===== src/rtl/pc_pkg.sv =====
// Shared encodings for the fetch-stage PC unit: next-PC select codes and RUN/HALT state.
package pc_pkg;

  typedef enum logic [1:0] {
    SEL_SEQ    = 2'b00,
    SEL_BRANCH = 2'b01,
    SEL_JUMP   = 2'b10,
    SEL_RETURN = 2'b11
  } next_sel_e;

  typedef enum logic {
    ST_RUN  = 1'b0,
    ST_HALT = 1'b1
  } pc_state_e;

endpackage


===== src/rtl/pc_ras_unit_if.sv =====
// Control/status bundle between the fetch controller (master) and pc_ras_unit (slave).
interface pc_ras_unit_if #(
  parameter int unsigned WIDTH = 32
);
  logic             Stall;
  logic [1:0]       NextSel;
  logic [WIDTH-1:0] Address;
  logic [WIDTH-1:0] Offset;
  logic             Push;
  logic [WIDTH-1:0] PCResult;
  logic [WIDTH-1:0] PCPlus;
  logic             RasEmpty;
  logic             RasFull;
  logic             RasOverflow;
  logic             ReturnMiss;
  logic             Fault;

  modport master (
    output Stall, NextSel, Address, Offset, Push,
    input  PCResult, PCPlus, RasEmpty, RasFull, RasOverflow, ReturnMiss, Fault
  );

  modport slave (
    input  Stall, NextSel, Address, Offset, Push,
    output PCResult, PCPlus, RasEmpty, RasFull, RasOverflow, ReturnMiss, Fault
  );
endinterface


===== src/rtl/ras_stack.sv =====
// Circular return-address LIFO; a push when full silently overwrites the oldest entry.
module ras_stack #(
  parameter int unsigned WIDTH     = 32,
  parameter int unsigned RAS_DEPTH = 4
) (
  input  logic             i_clk,
  input  logic             i_rst_n,
  input  logic             i_push,
  input  logic             i_pop,
  input  logic [WIDTH-1:0] i_push_data,
  output logic [WIDTH-1:0] o_top,
  output logic             o_empty,
  output logic             o_full,
  output logic             o_overflow
);
  localparam int unsigned PTR_W = $clog2(RAS_DEPTH);
  localparam int unsigned CNT_W = $clog2(RAS_DEPTH + 1);

  logic [WIDTH-1:0] r_mem [RAS_DEPTH];
  logic [PTR_W-1:0] r_ptr;
  logic [PTR_W-1:0] w_top_idx;
  logic [PTR_W-1:0] w_wr_idx;
  logic [CNT_W-1:0] r_count;
  logic             r_overflow;
  logic             w_replace;

  assign w_top_idx  = r_ptr - PTR_W'(1);
  assign o_empty    = (r_count == '0);
  assign o_full     = (r_count == CNT_W'(RAS_DEPTH));
  assign o_overflow = r_overflow;
  assign o_top      = r_mem[w_top_idx];

  // Push+pop on a non-empty stack swaps the top in place; on an empty stack it is a plain push.
  assign w_replace = i_push && i_pop && !o_empty;
  assign w_wr_idx  = w_replace ? w_top_idx : r_ptr;

  always_ff @(posedge i_clk) begin
    if (i_push) begin
      r_mem[w_wr_idx] <= i_push_data;
    end
  end

  always_ff @(posedge i_clk) begin
    if (!i_rst_n) begin
      r_ptr      <= '0;
      r_count    <= '0;
      r_overflow <= 1'b0;
    end else if (i_push && !w_replace) begin
      r_ptr <= r_ptr + PTR_W'(1);
      if (o_full) begin
        r_overflow <= 1'b1;
      end else begin
        r_count <= r_count + CNT_W'(1);
      end
    end else if (i_pop && !i_push && !o_empty) begin
      r_ptr   <= w_top_idx;
      r_count <= r_count - CNT_W'(1);
    end
  end

endmodule


===== src/rtl/pc_ras_unit.sv =====
// Fetch-stage PC with internal next-PC mux and return-address stack.
// Define PC_ALIGN_CHECK_EN to trap misaligned targets into a sticky HALT/Fault state.
module pc_ras_unit
  import pc_pkg::*;
#(
  parameter int unsigned      WIDTH        = 32,
  parameter logic [WIDTH-1:0] RESET_VECTOR = '0,
  parameter int unsigned      INC          = 4,
  parameter int unsigned      RAS_DEPTH    = 4
) (
  input logic         Clk,
  input logic         Reset,
  pc_ras_unit_if.slave bus
);
  localparam logic [WIDTH-1:0] INC_W = WIDTH'(INC);

  logic [WIDTH-1:0] r_pc;
  logic [WIDTH-1:0] r_pc_plus;
  logic             r_return_miss;
  logic [WIDTH-1:0] w_pc_inc;
  logic [WIDTH-1:0] w_next_pc;
  logic [WIDTH-1:0] w_top;
  logic             w_run;
  logic             w_load;
  logic             w_push;
  logic             w_pop;
  logic             w_empty;
  logic             w_full;
  logic             w_overflow;
  next_sel_e        w_sel;

  assign w_sel    = next_sel_e'(bus.NextSel);
  assign w_pc_inc = r_pc + INC_W;

  // Next-PC mux; a return on an empty stack falls through to the sequential PC.
  always_comb begin
    w_next_pc = w_pc_inc;
    case (w_sel)
      SEL_BRANCH: w_next_pc = w_pc_inc + bus.Offset;
      SEL_JUMP:   w_next_pc = bus.Address;
      SEL_RETURN: if (!w_empty) w_next_pc = w_top;
      default:    w_next_pc = w_pc_inc;
    endcase
  end

`ifdef PC_ALIGN_CHECK_EN
  pc_state_e r_state;
  pc_state_e w_state_nxt;
  logic      w_misalign;

  assign w_misalign = ((w_next_pc & WIDTH'(INC - 1)) != '0);

  always_ff @(posedge Clk) begin
    if (!Reset) begin
      r_state <= ST_RUN;
    end else begin
      r_state <= w_state_nxt;
    end
  end

  // HALT is left only through reset; the stack still updates on the trapping cycle.
  always_comb begin
    w_state_nxt = r_state;
    w_run       = 1'b0;
    w_load      = 1'b0;
    case (r_state)
      ST_RUN: begin
        w_run = !bus.Stall;
        if (w_run && w_misalign) begin
          w_state_nxt = ST_HALT;
        end else begin
          w_load = w_run;
        end
      end
      default: w_state_nxt = ST_HALT;
    endcase
  end

  assign bus.Fault = (r_state == ST_HALT);
`else
  assign w_run     = !bus.Stall;
  assign w_load    = w_run;
  assign bus.Fault = 1'b0;
`endif

  assign w_push = w_run && bus.Push;
  assign w_pop  = w_run && (w_sel == SEL_RETURN);

  ras_stack #(
    .WIDTH    (WIDTH),
    .RAS_DEPTH(RAS_DEPTH)
  ) u_ras (
    .i_clk      (Clk),
    .i_rst_n    (Reset),
    .i_push     (w_push),
    .i_pop      (w_pop),
    .i_push_data(w_pc_inc),
    .o_top      (w_top),
    .o_empty    (w_empty),
    .o_full     (w_full),
    .o_overflow (w_overflow)
  );

  // PC+INC is registered alongside the PC so the link path starts from a flop.
  always_ff @(posedge Clk) begin
    if (!Reset) begin
      r_pc          <= RESET_VECTOR;
      r_pc_plus     <= RESET_VECTOR + INC_W;
      r_return_miss <= 1'b0;
    end else begin
      r_return_miss <= w_pop && w_empty;
      if (w_load) begin
        r_pc      <= w_next_pc;
        r_pc_plus <= w_next_pc + INC_W;
      end
    end
  end

  assign bus.PCResult    = r_pc;
  assign bus.PCPlus      = r_pc_plus;
  assign bus.RasEmpty    = w_empty;
  assign bus.RasFull     = w_full;
  assign bus.RasOverflow = w_overflow;
  assign bus.ReturnMiss  = r_return_miss;

endmodule

===== src/flat_wrapper.sv =====
// flat-port wrapper written by rule: the top's interface ports become plain ports
module pc_ras_unit_flat import pc_pkg::*;
#(
  parameter int unsigned      WIDTH        = 32,
  parameter logic [WIDTH-1:0] RESET_VECTOR = '0,
  parameter int unsigned      INC          = 4,
  parameter int unsigned      RAS_DEPTH    = 4
)
  (Clk, Reset, bus_Stall, bus_NextSel, bus_Address, bus_Offset, bus_Push, bus_PCResult, bus_PCPlus, bus_RasEmpty, bus_RasFull, bus_RasOverflow, bus_ReturnMiss, bus_Fault);
  pc_ras_unit_if #(.WIDTH(WIDTH)) bus_i ();
  input logic Clk;
  input logic Reset;
  input wire logic [$bits(bus_i.Stall)-1:0] bus_Stall;
  input wire logic [$bits(bus_i.NextSel)-1:0] bus_NextSel;
  input wire logic [$bits(bus_i.Address)-1:0] bus_Address;
  input wire logic [$bits(bus_i.Offset)-1:0] bus_Offset;
  input wire logic [$bits(bus_i.Push)-1:0] bus_Push;
  output wire logic [$bits(bus_i.PCResult)-1:0] bus_PCResult;
  output wire logic [$bits(bus_i.PCPlus)-1:0] bus_PCPlus;
  output wire logic [$bits(bus_i.RasEmpty)-1:0] bus_RasEmpty;
  output wire logic [$bits(bus_i.RasFull)-1:0] bus_RasFull;
  output wire logic [$bits(bus_i.RasOverflow)-1:0] bus_RasOverflow;
  output wire logic [$bits(bus_i.ReturnMiss)-1:0] bus_ReturnMiss;
  output wire logic [$bits(bus_i.Fault)-1:0] bus_Fault;
  assign bus_i.Stall = bus_Stall;
  assign bus_i.NextSel = bus_NextSel;
  assign bus_i.Address = bus_Address;
  assign bus_i.Offset = bus_Offset;
  assign bus_i.Push = bus_Push;
  assign bus_PCResult = bus_i.PCResult;
  assign bus_PCPlus = bus_i.PCPlus;
  assign bus_RasEmpty = bus_i.RasEmpty;
  assign bus_RasFull = bus_i.RasFull;
  assign bus_RasOverflow = bus_i.RasOverflow;
  assign bus_ReturnMiss = bus_i.ReturnMiss;
  assign bus_Fault = bus_i.Fault;
  pc_ras_unit #(.WIDTH(WIDTH), .RESET_VECTOR(RESET_VECTOR), .INC(INC), .RAS_DEPTH(RAS_DEPTH)) u_core (.Clk(Clk), .Reset(Reset), .bus(bus_i));
endmodule

===== config.mk =====
export PLATFORM = sky130hd
export DESIGN_NAME = pc_ras_unit_flat
export DESIGN_NICKNAME = d
export VERILOG_FILES = /design/src/rtl/pc_pkg.sv /design/src/rtl/pc_ras_unit_if.sv /design/src/rtl/ras_stack.sv /design/src/rtl/pc_ras_unit.sv /design/src/flat_wrapper.sv
export SDC_FILE = /design/constraint.sdc
export NUM_CORES = 1
export LEC_CHECK = 0
export ABC_AREA = 1
export CAP_MARGIN = 0
export CORE_UTILIZATION = 45
export DETAILED_ROUTE_END_ITERATION = 10
export GPL_TIMING_DRIVEN = 0
export PLACE_DENSITY = 0.64
export SYNTH_ARGS = -nofsm -noshare
export SYNTH_HDL_FRONTEND = slang
export SYNTH_SLANG_ARGS = --single-unit
export TNS_END_PERCENT = 30

===== constraint.sdc =====
create_clock -name Clk -period 7.8 [get_ports Clk]
set_input_delay 0.78 -clock Clk [delete_from_list [all_inputs] [get_ports Clk]]
set_output_delay 0.78 -clock Clk [all_outputs]
set_load 0.03 [all_outputs]

==> summary.log <==
qor: timing.finalHoldViolations 0
qor: timing.finalCritPeriodShare 0.598
qor: final_layout.post_route_cells_drive_above_1_share 0.0693
qor: clock_tree.tritoncts.num_buffers 17
qor: drt.finalWirelength 46000 um
qor: logic_synthesis.synthCells 1864
qor: logic_synthesis.synth-adder-area-share 0.0413
qor: floorplan.fp.dieArea 0.0298 mm^2
qor: drt.viasPerCell 5.30
qor: logic_synthesis.synth_cell_types 55
qor: worst_hold_path.hold_path.class reg2reg
qor: clock_tree.clock_tree_from_tritoncts built
qor: drt.detail-route-antenna-nets 0
qor: global_routing.grt_start_max_net_pins 30
qor: power.leakage 7.20 nW
qor: logic_synthesis.largest_family_of_logic_cells_by_synthesized_area simple AND/OR/NAND/NOR gates
qor: global_routing.globalRouteTotalUtil 0.315
qor: timing.setup_tns_after_final_layout 0 ns
qor: worst_setup_path.critPathRequiredTime 8.15 ns
qor: worst_setup_path.crit_path_frequent_cell nand2_1
qor: final_layout.finish.instance_area 0.0156 mm^2
qor: clock_tree.cts.sinks 197
qor: drt.vias 12826
qor: clock_tree.hold_buffers 0
qor: final_layout.finalCoreUtilization 0.545
qor: clock_tree.clkSlewWorstSetupHoldPaths 0.09 ns
qor: logic_synthesis.ys_seq_area_frac 0.399
qor: logic_synthesis.post_synth_instance_area 0.0131 mm^2
qor: worst_setup_path.critPathArrivalTime 5.01 ns
qor: placed_design.post_dp_cell_area 0.0150 mm^2
qor: timing.tightestPinTransition 0.711 ns
qor: placed_design.numPortBuffers 135
qor: logic_synthesis.syn_nets 1976
qor: logic_synthesis.synth_xor_xnor_area_share 0.0105
qor: power.power.density_cell_area 188 mW/mm^2
qor: logic_synthesis.synth.ff_latch_count 197
qor: floorplan.std_cell_rows 62
qor: clock_tree.worst_skew_pair.late_latency 0.45 ns
qor: global_routing.grt_pass1_vias 11641
qor: drt.detail_route.wl_per_cell 19.0 um
qor: timing.report.final.slew_viol_count 0
qor: worst_setup_path.ff2ff_path_depth 25
qor: final_layout.final_common_cell nand2_1
qor: status.run_status completed
qor: global_routing.initial_antenna_violation_count 0
qor: clock_tree.postCtsResizedCells 0
qor: logic_synthesis.synth-edff-count 128
qor: logic_synthesis.syn_area_per_cell 7.02 um^2
qor: timing.rsz0062_at_grt false
qor: floorplan.io-pin-count 139
qor: global_routing.grt_first_pass_wirelength 67900 um
qor: worst_setup_path.setup.worst_path.class reg2reg
qor: worst_setup_path.crit_path_max_incr_delay 0.47 ns
qor: final_layout.num-nets-final 2134
qor: worst_setup_path.maximum_fanout_count_along_the_critical_path 7
qor: logic_synthesis.yosys_warnings 0
qor: clock_tree.clk_path_buf_depth 2
qor: worst_hold_path.worstHoldPathCells 2
qor: placed_design.hpwl 36500 um
qor: timing.worst_hold_slack 0.452 ns
qor: final_layout.layout-area-overhead-vs-synth 19.3%
qor: logic_synthesis.post_synth_and_or_nand_nor_area_fraction 0.342
qor: timing.finalSetupViolCount 0
qor: timing.highest_attainable_clock_frequency 0.214 GHz
qor: drt.route.detailed.drc 0
qor: logic_synthesis.synth_mux_area_frac 0
qor: timing.worst_clock_skew 0.0188 ns
qor: worst_setup_path.critical_path.slowest_cell dfxtp_1
qor: worst_setup_path.timing.critical_path.depth 25
qor: logic_synthesis.complex_gate_fraction_of_the_synthesized_area 0.106
qor: floorplan.core-area 0.0286 mm^2
qor: worst_setup_path.critPathBufInv 4
qor: job.cap_violations 0
qor: worst_setup_path.timing.critical_path.to_type flip-flop
qor: clock_tree.post_cts.repair.setup_buffers 0
qor: timing.min_period 4.67 ns
qor: logic_synthesis.synth_flop_cell edfxtp_1
qor: floorplan.die_h 172 um
qor: logic_synthesis.postSynth.asyncResetShare 0
qor: drt.drt-initial-drc-count 1231
qor: timing.timing.slew.headroom 0.526
qor: power.irDropWorstVdd 0.000146 V
qor: clock_tree.cts_root_buf clkbuf_16
qor: floorplan.die_x 172 um
qor: worst_setup_path.cell_family_with_the_largest_share_of_critical_path_delay simple AND/OR/NAND/NOR gates
qor: final_layout.most-common-layout-cells nand2_1 (585), inv_1 (253), nor2_1 (207)
qor: clock_tree.ctsHtreeMaxLevel 4
qor: floorplan.initial_utilization 0.457
qor: placed_design.routabilityCongestion 0.933
qor: worst_setup_path.critPathLaunchType flip-flop
qor: drt.firstDrtPassIters 5
qor: global_routing.globalRoute.totalOverflow 0
qor: final_layout.antenna_cells_inserted 0
path summary, 6_finish.rpt:
check | from | end | slack (ns)
worst max-delay path | u_core.bus.PCResult[4]$_SDFFE_PN0N_ | u_core.bus.PCPlus[25]$_SDFFE_PN0N_ | 3.13
worst min-delay path | u_core.u_ras.o_overflow$_SDFFE_PN0P_ | u_core.u_ras.o_overflow$_SDFFE_PN0P_ | 0.45
worst max register to register | u_core.bus.PCResult[4]$_SDFFE_PN0N_ | u_core.bus.PCPlus[25]$_SDFFE_PN0N_ | 3.13
worst min register to register | u_core.u_ras.o_overflow$_SDFFE_PN0P_ | u_core.u_ras.o_overflow$_SDFFE_PN0P_ | 0.45
state kept, by name (all words and copies together) (netlist names), named ones only:
| register | count |
|---|---|
| u_core.u_ras.r_mem | 128 |
| u_core.bus.PCPlus | 30 |
| u_core.bus.PCResult | 30 |
| u_core.u_ras.r_count | 3 |
| u_core.u_ras.r_ptr | 2 |
| u_core.bus.ReturnMiss | 1 |
| u_core.u_ras.o_overflow | 1 |
area by class of cell:
class                   instances  area, um^2
fillers                      2819       13000
multi-input cells            1345        6570
flip-flops and latches        197        5230
repair buffers                139        1430
inverters                     267        1010
well taps                     384         480
clock buffers                  17         425
plain buffers                  55         307
clock inverters                15         156
cell usage after synthesis (all sizes together) (2+ instances only):
master   count  area share
nand3b       6      0.0034
inv        264       0.076
nand3      143       0.057
clkbuf      25      0.0072
o2111ai      2      0.0013
nand4       21       0.010
nor3        14      0.0054
clkinv       3     0.00096
dfxtp       69        0.11
o21bai       4      0.0023
o22ai        9      0.0043
ha          40       0.038
fa           2      0.0031
o211ai       7      0.0040
o21a         3      0.0017
nor2       236       0.080
xor2        13      0.0093
o21ai      107       0.042
a21oi       95       0.038
a211oi       8      0.0046
and2         9      0.0044
edfxtp     128        0.29
a31oi        2     0.00096
or2          3      0.0014
a21boi       3      0.0017
nand2      604        0.18
o31ai        2      0.0011
a21o         2      0.0011
a41oi        2      0.0013
a22oi        4      0.0023
buf         30       0.016
layer usage:
layer	GRT usage	vias up	part of all wire
li1	-	6322	-
met1	0.424	5920	0.45
met2	0.518	510	0.46
met3	0.0442	74	0.068
met4	0.109	0	0.032
met5	0	-	0
through the flow:
stage                     total power [W]  setup slack, ns  std cells
after global routing              0.00305             2.83       2419
after detailed placement          0.00206             3.36       2387
after floorplan                   0.00175             4.26       1864
final                             0.00293             3.13       2419
after CTS                         0.00293             3.30       2419
after global placement            0.00205             2.28       2383
cells by family (layout without fill, tap and decap cells):
logic type                 after synthesis  in the layout
and+or+nand+nor                       1038           1038
xor gates and xnor gates                14             14
DFF                                    197            197
other                                    1              1
adders and majority gates               42             42
AOI/OAI and AO/OA                      250            250
buffers and inverters                  322            493
where the power goes:
group          switching (W)  total (W)  internal (W)
clock network       0.000456   0.000884      0.000428
registers          0.0000437    0.00121       0.00117
logic               0.000558   0.000831      0.000272
total                0.00106    0.00293       0.00187
tightest hold or removal path, stage by stage (launching register included):
cell	delay, ns
dfxtp_1	0.32
inv_1	0.04
a21oi_1	0.05
Note: power is estimated with default switching activity, not from simulation.
==> RTL edit (same flow settings) <==
Add a define of `PC_ALIGN_CHECK_EN`.
--- a/src/rtl/pc_ras_unit.sv
+++ b/src/rtl/pc_ras_unit.sv
@@ -1,5 +1,7 @@
 // Fetch-stage PC with internal next-PC mux and return-address stack.
 // Define PC_ALIGN_CHECK_EN to trap misaligned targets into a sticky HALT/Fault state.
+`define PC_ALIGN_CHECK_EN
+
 module pc_ras_unit
   import pc_pkg::*;
 #(
Function: changed (a bounded check fails within 4 cycles, from zero or initial values and one cycle with Reset low).
==> RTL edit against the unedited design <==
- final area decreased by 2.4%
- total power increased by 0.59%
- worst setup slack improved by 170 ps
- first-iteration DRC count decreased by 3.2%
- area after synthesis decreased by 3.0%
- die area decreased by 2.9%
- wire length decreased by 3.0%
- sequential cell count increased by 1
- synthesized cell count decreased by 5.7%
- non-clock buffer count decreased by 6
- critical path type unchanged
- highest routed layer unchanged
==> RTL edit: results (changes against the unedited design) <==
[setup_path]
critPathSlowestCell = ha_1  ; was dfxtp_1
rr_startpoint = u_core.bus.PCResult[2]  ; was u_core.bus.PCResult[4]
r2r_end = u_core.bus.PCPlus[31]  ; was u_core.bus.PCPlus[25]
worst_path_largest_cell_delay_ps = 440  ; was 470 ps
r2r_slack_ps = 3300  ; was 3130 ps

[placed_design]
place.gp.congestion = 0.974  ; was 0.933
dpl.hpwl_um = 35100  ; was 36500 um

[grt]
use_met3_pct = 4.51  ; was 4.42%
grt_max_degree = 31  ; was 30

[finish]
fin_nets = 2031  ; was 2134
n_fill_cell = 2695  ; was 2819
drive_above_1_share_pct = 7.25  ; was 6.93%
fin_cells = 2310  ; was 2419

[logic_synthesis]
synth_commonest_cells = nand2_1, inv_1, nor2_1  ; unchanged
synth_area_leaders = edfxtp_1, nand2_1, dfxtp_1  ; unchanged
synthDistinctLibCells = 58  ; was 55
synthCells = 1758  ; was 1864
ys_seq_area_share_pct = 41.3  ; was 39.9%
synth_fp_nets = 1870  ; was 1976

[power]
power_leakage_nw = 6.83  ; was 7.20 nW
switching_share_pct = 35.3  ; was 36.1%
powerComb_uw = 858  ; was 831 uW

[routing]
first_iter_violations = 1191  ; was 1231
wl_met2_um = 20000  ; was 20900 um
wl_met3_um = 3350  ; was 3120 um
detail_route.first_pass.iterations = 7  ; was 5
via_per_inst = 5.34  ; was 5.30

[sta]
skew_ps = 17.4  ; was 18.8 ps
relSlewSlack_pct = 32.0  ; was 52.6%

[hold_path]
hold_start = u_core.bus.PCPlus[2]  ; was u_core.u_ras.o_overflow

[run_status]
outcome = completed  ; unchanged

[RTL edit: worst max path at each step]
stage | startpoint | end | slack [ps] | cells after the start
finish | u_core.bus.PCResult[2] | u_core.bus.PCPlus[31] | 3300 | 24
global placement | bus_NextSel[1] | u_core.u_ras.r_mem[2][25] | 2430 | 9
global route | u_core.bus.PCResult[3] | u_core.bus.PCPlus[27] | 2950 | 25
CTS | u_core.bus.PCResult[3] | u_core.bus.PCPlus[27] | 3370 | 23
detailed placement | u_core.bus.PCResult[3] | u_core.bus.PCPlus[27] | 3400 | 23
floorplan | u_core.bus.PCResult[3] | u_core.bus.PCPlus[20] | 4280 | 25
[RTL edit: final cells by class]
cell class	instances	area, sq um	area share, %
Inverter	234	881	5.78
Tap cell	378	473	3.11
Buffer	46	238	1.56
Multi-Input combinational cell	1280	6360	41.8
Timing Repair Buffer	142	1470	9.65
Sequential cell	198	5250	34.4
Clock inverter	12	125	0.822
Clock buffer	20	437	2.87
[RTL edit: cell families after synthesis]
group / count (synthesis) / share of synthesized area [%]
AND/OR/NAND/NOR: 1000 / 34.3
buffers and inverters: 280 / 8.81
AO/OA/AOI/OAI: 221 / 10.1
flip-flops: 198 / 41.3
adder cells (fa/ha/maj): 42 / 4.26
XOR/XNOR: 17 / 1.23
[RTL edit: tightest hold or removal path, cell delays in order, from the launching register on]
cell,delay (ps)
dfxtp_1,320
nand2_1,60
nand2_1,40
[RTL edit: through the flow]
step	total power, mW	util [%]	hold WS, ps	setup WS [ps]	cell area [sq um]
after floorplan	1.77	-	466	4280	12700
after global placement	2.07	52.4	443	2430	14500
after detailed placement	2.08	52.8	444	3400	14700
after CTS	2.94	54.8	460	3370	15200
after global routing	3.06	54.8	487	2950	15200
final	2.94	54.8	455	3300	15200
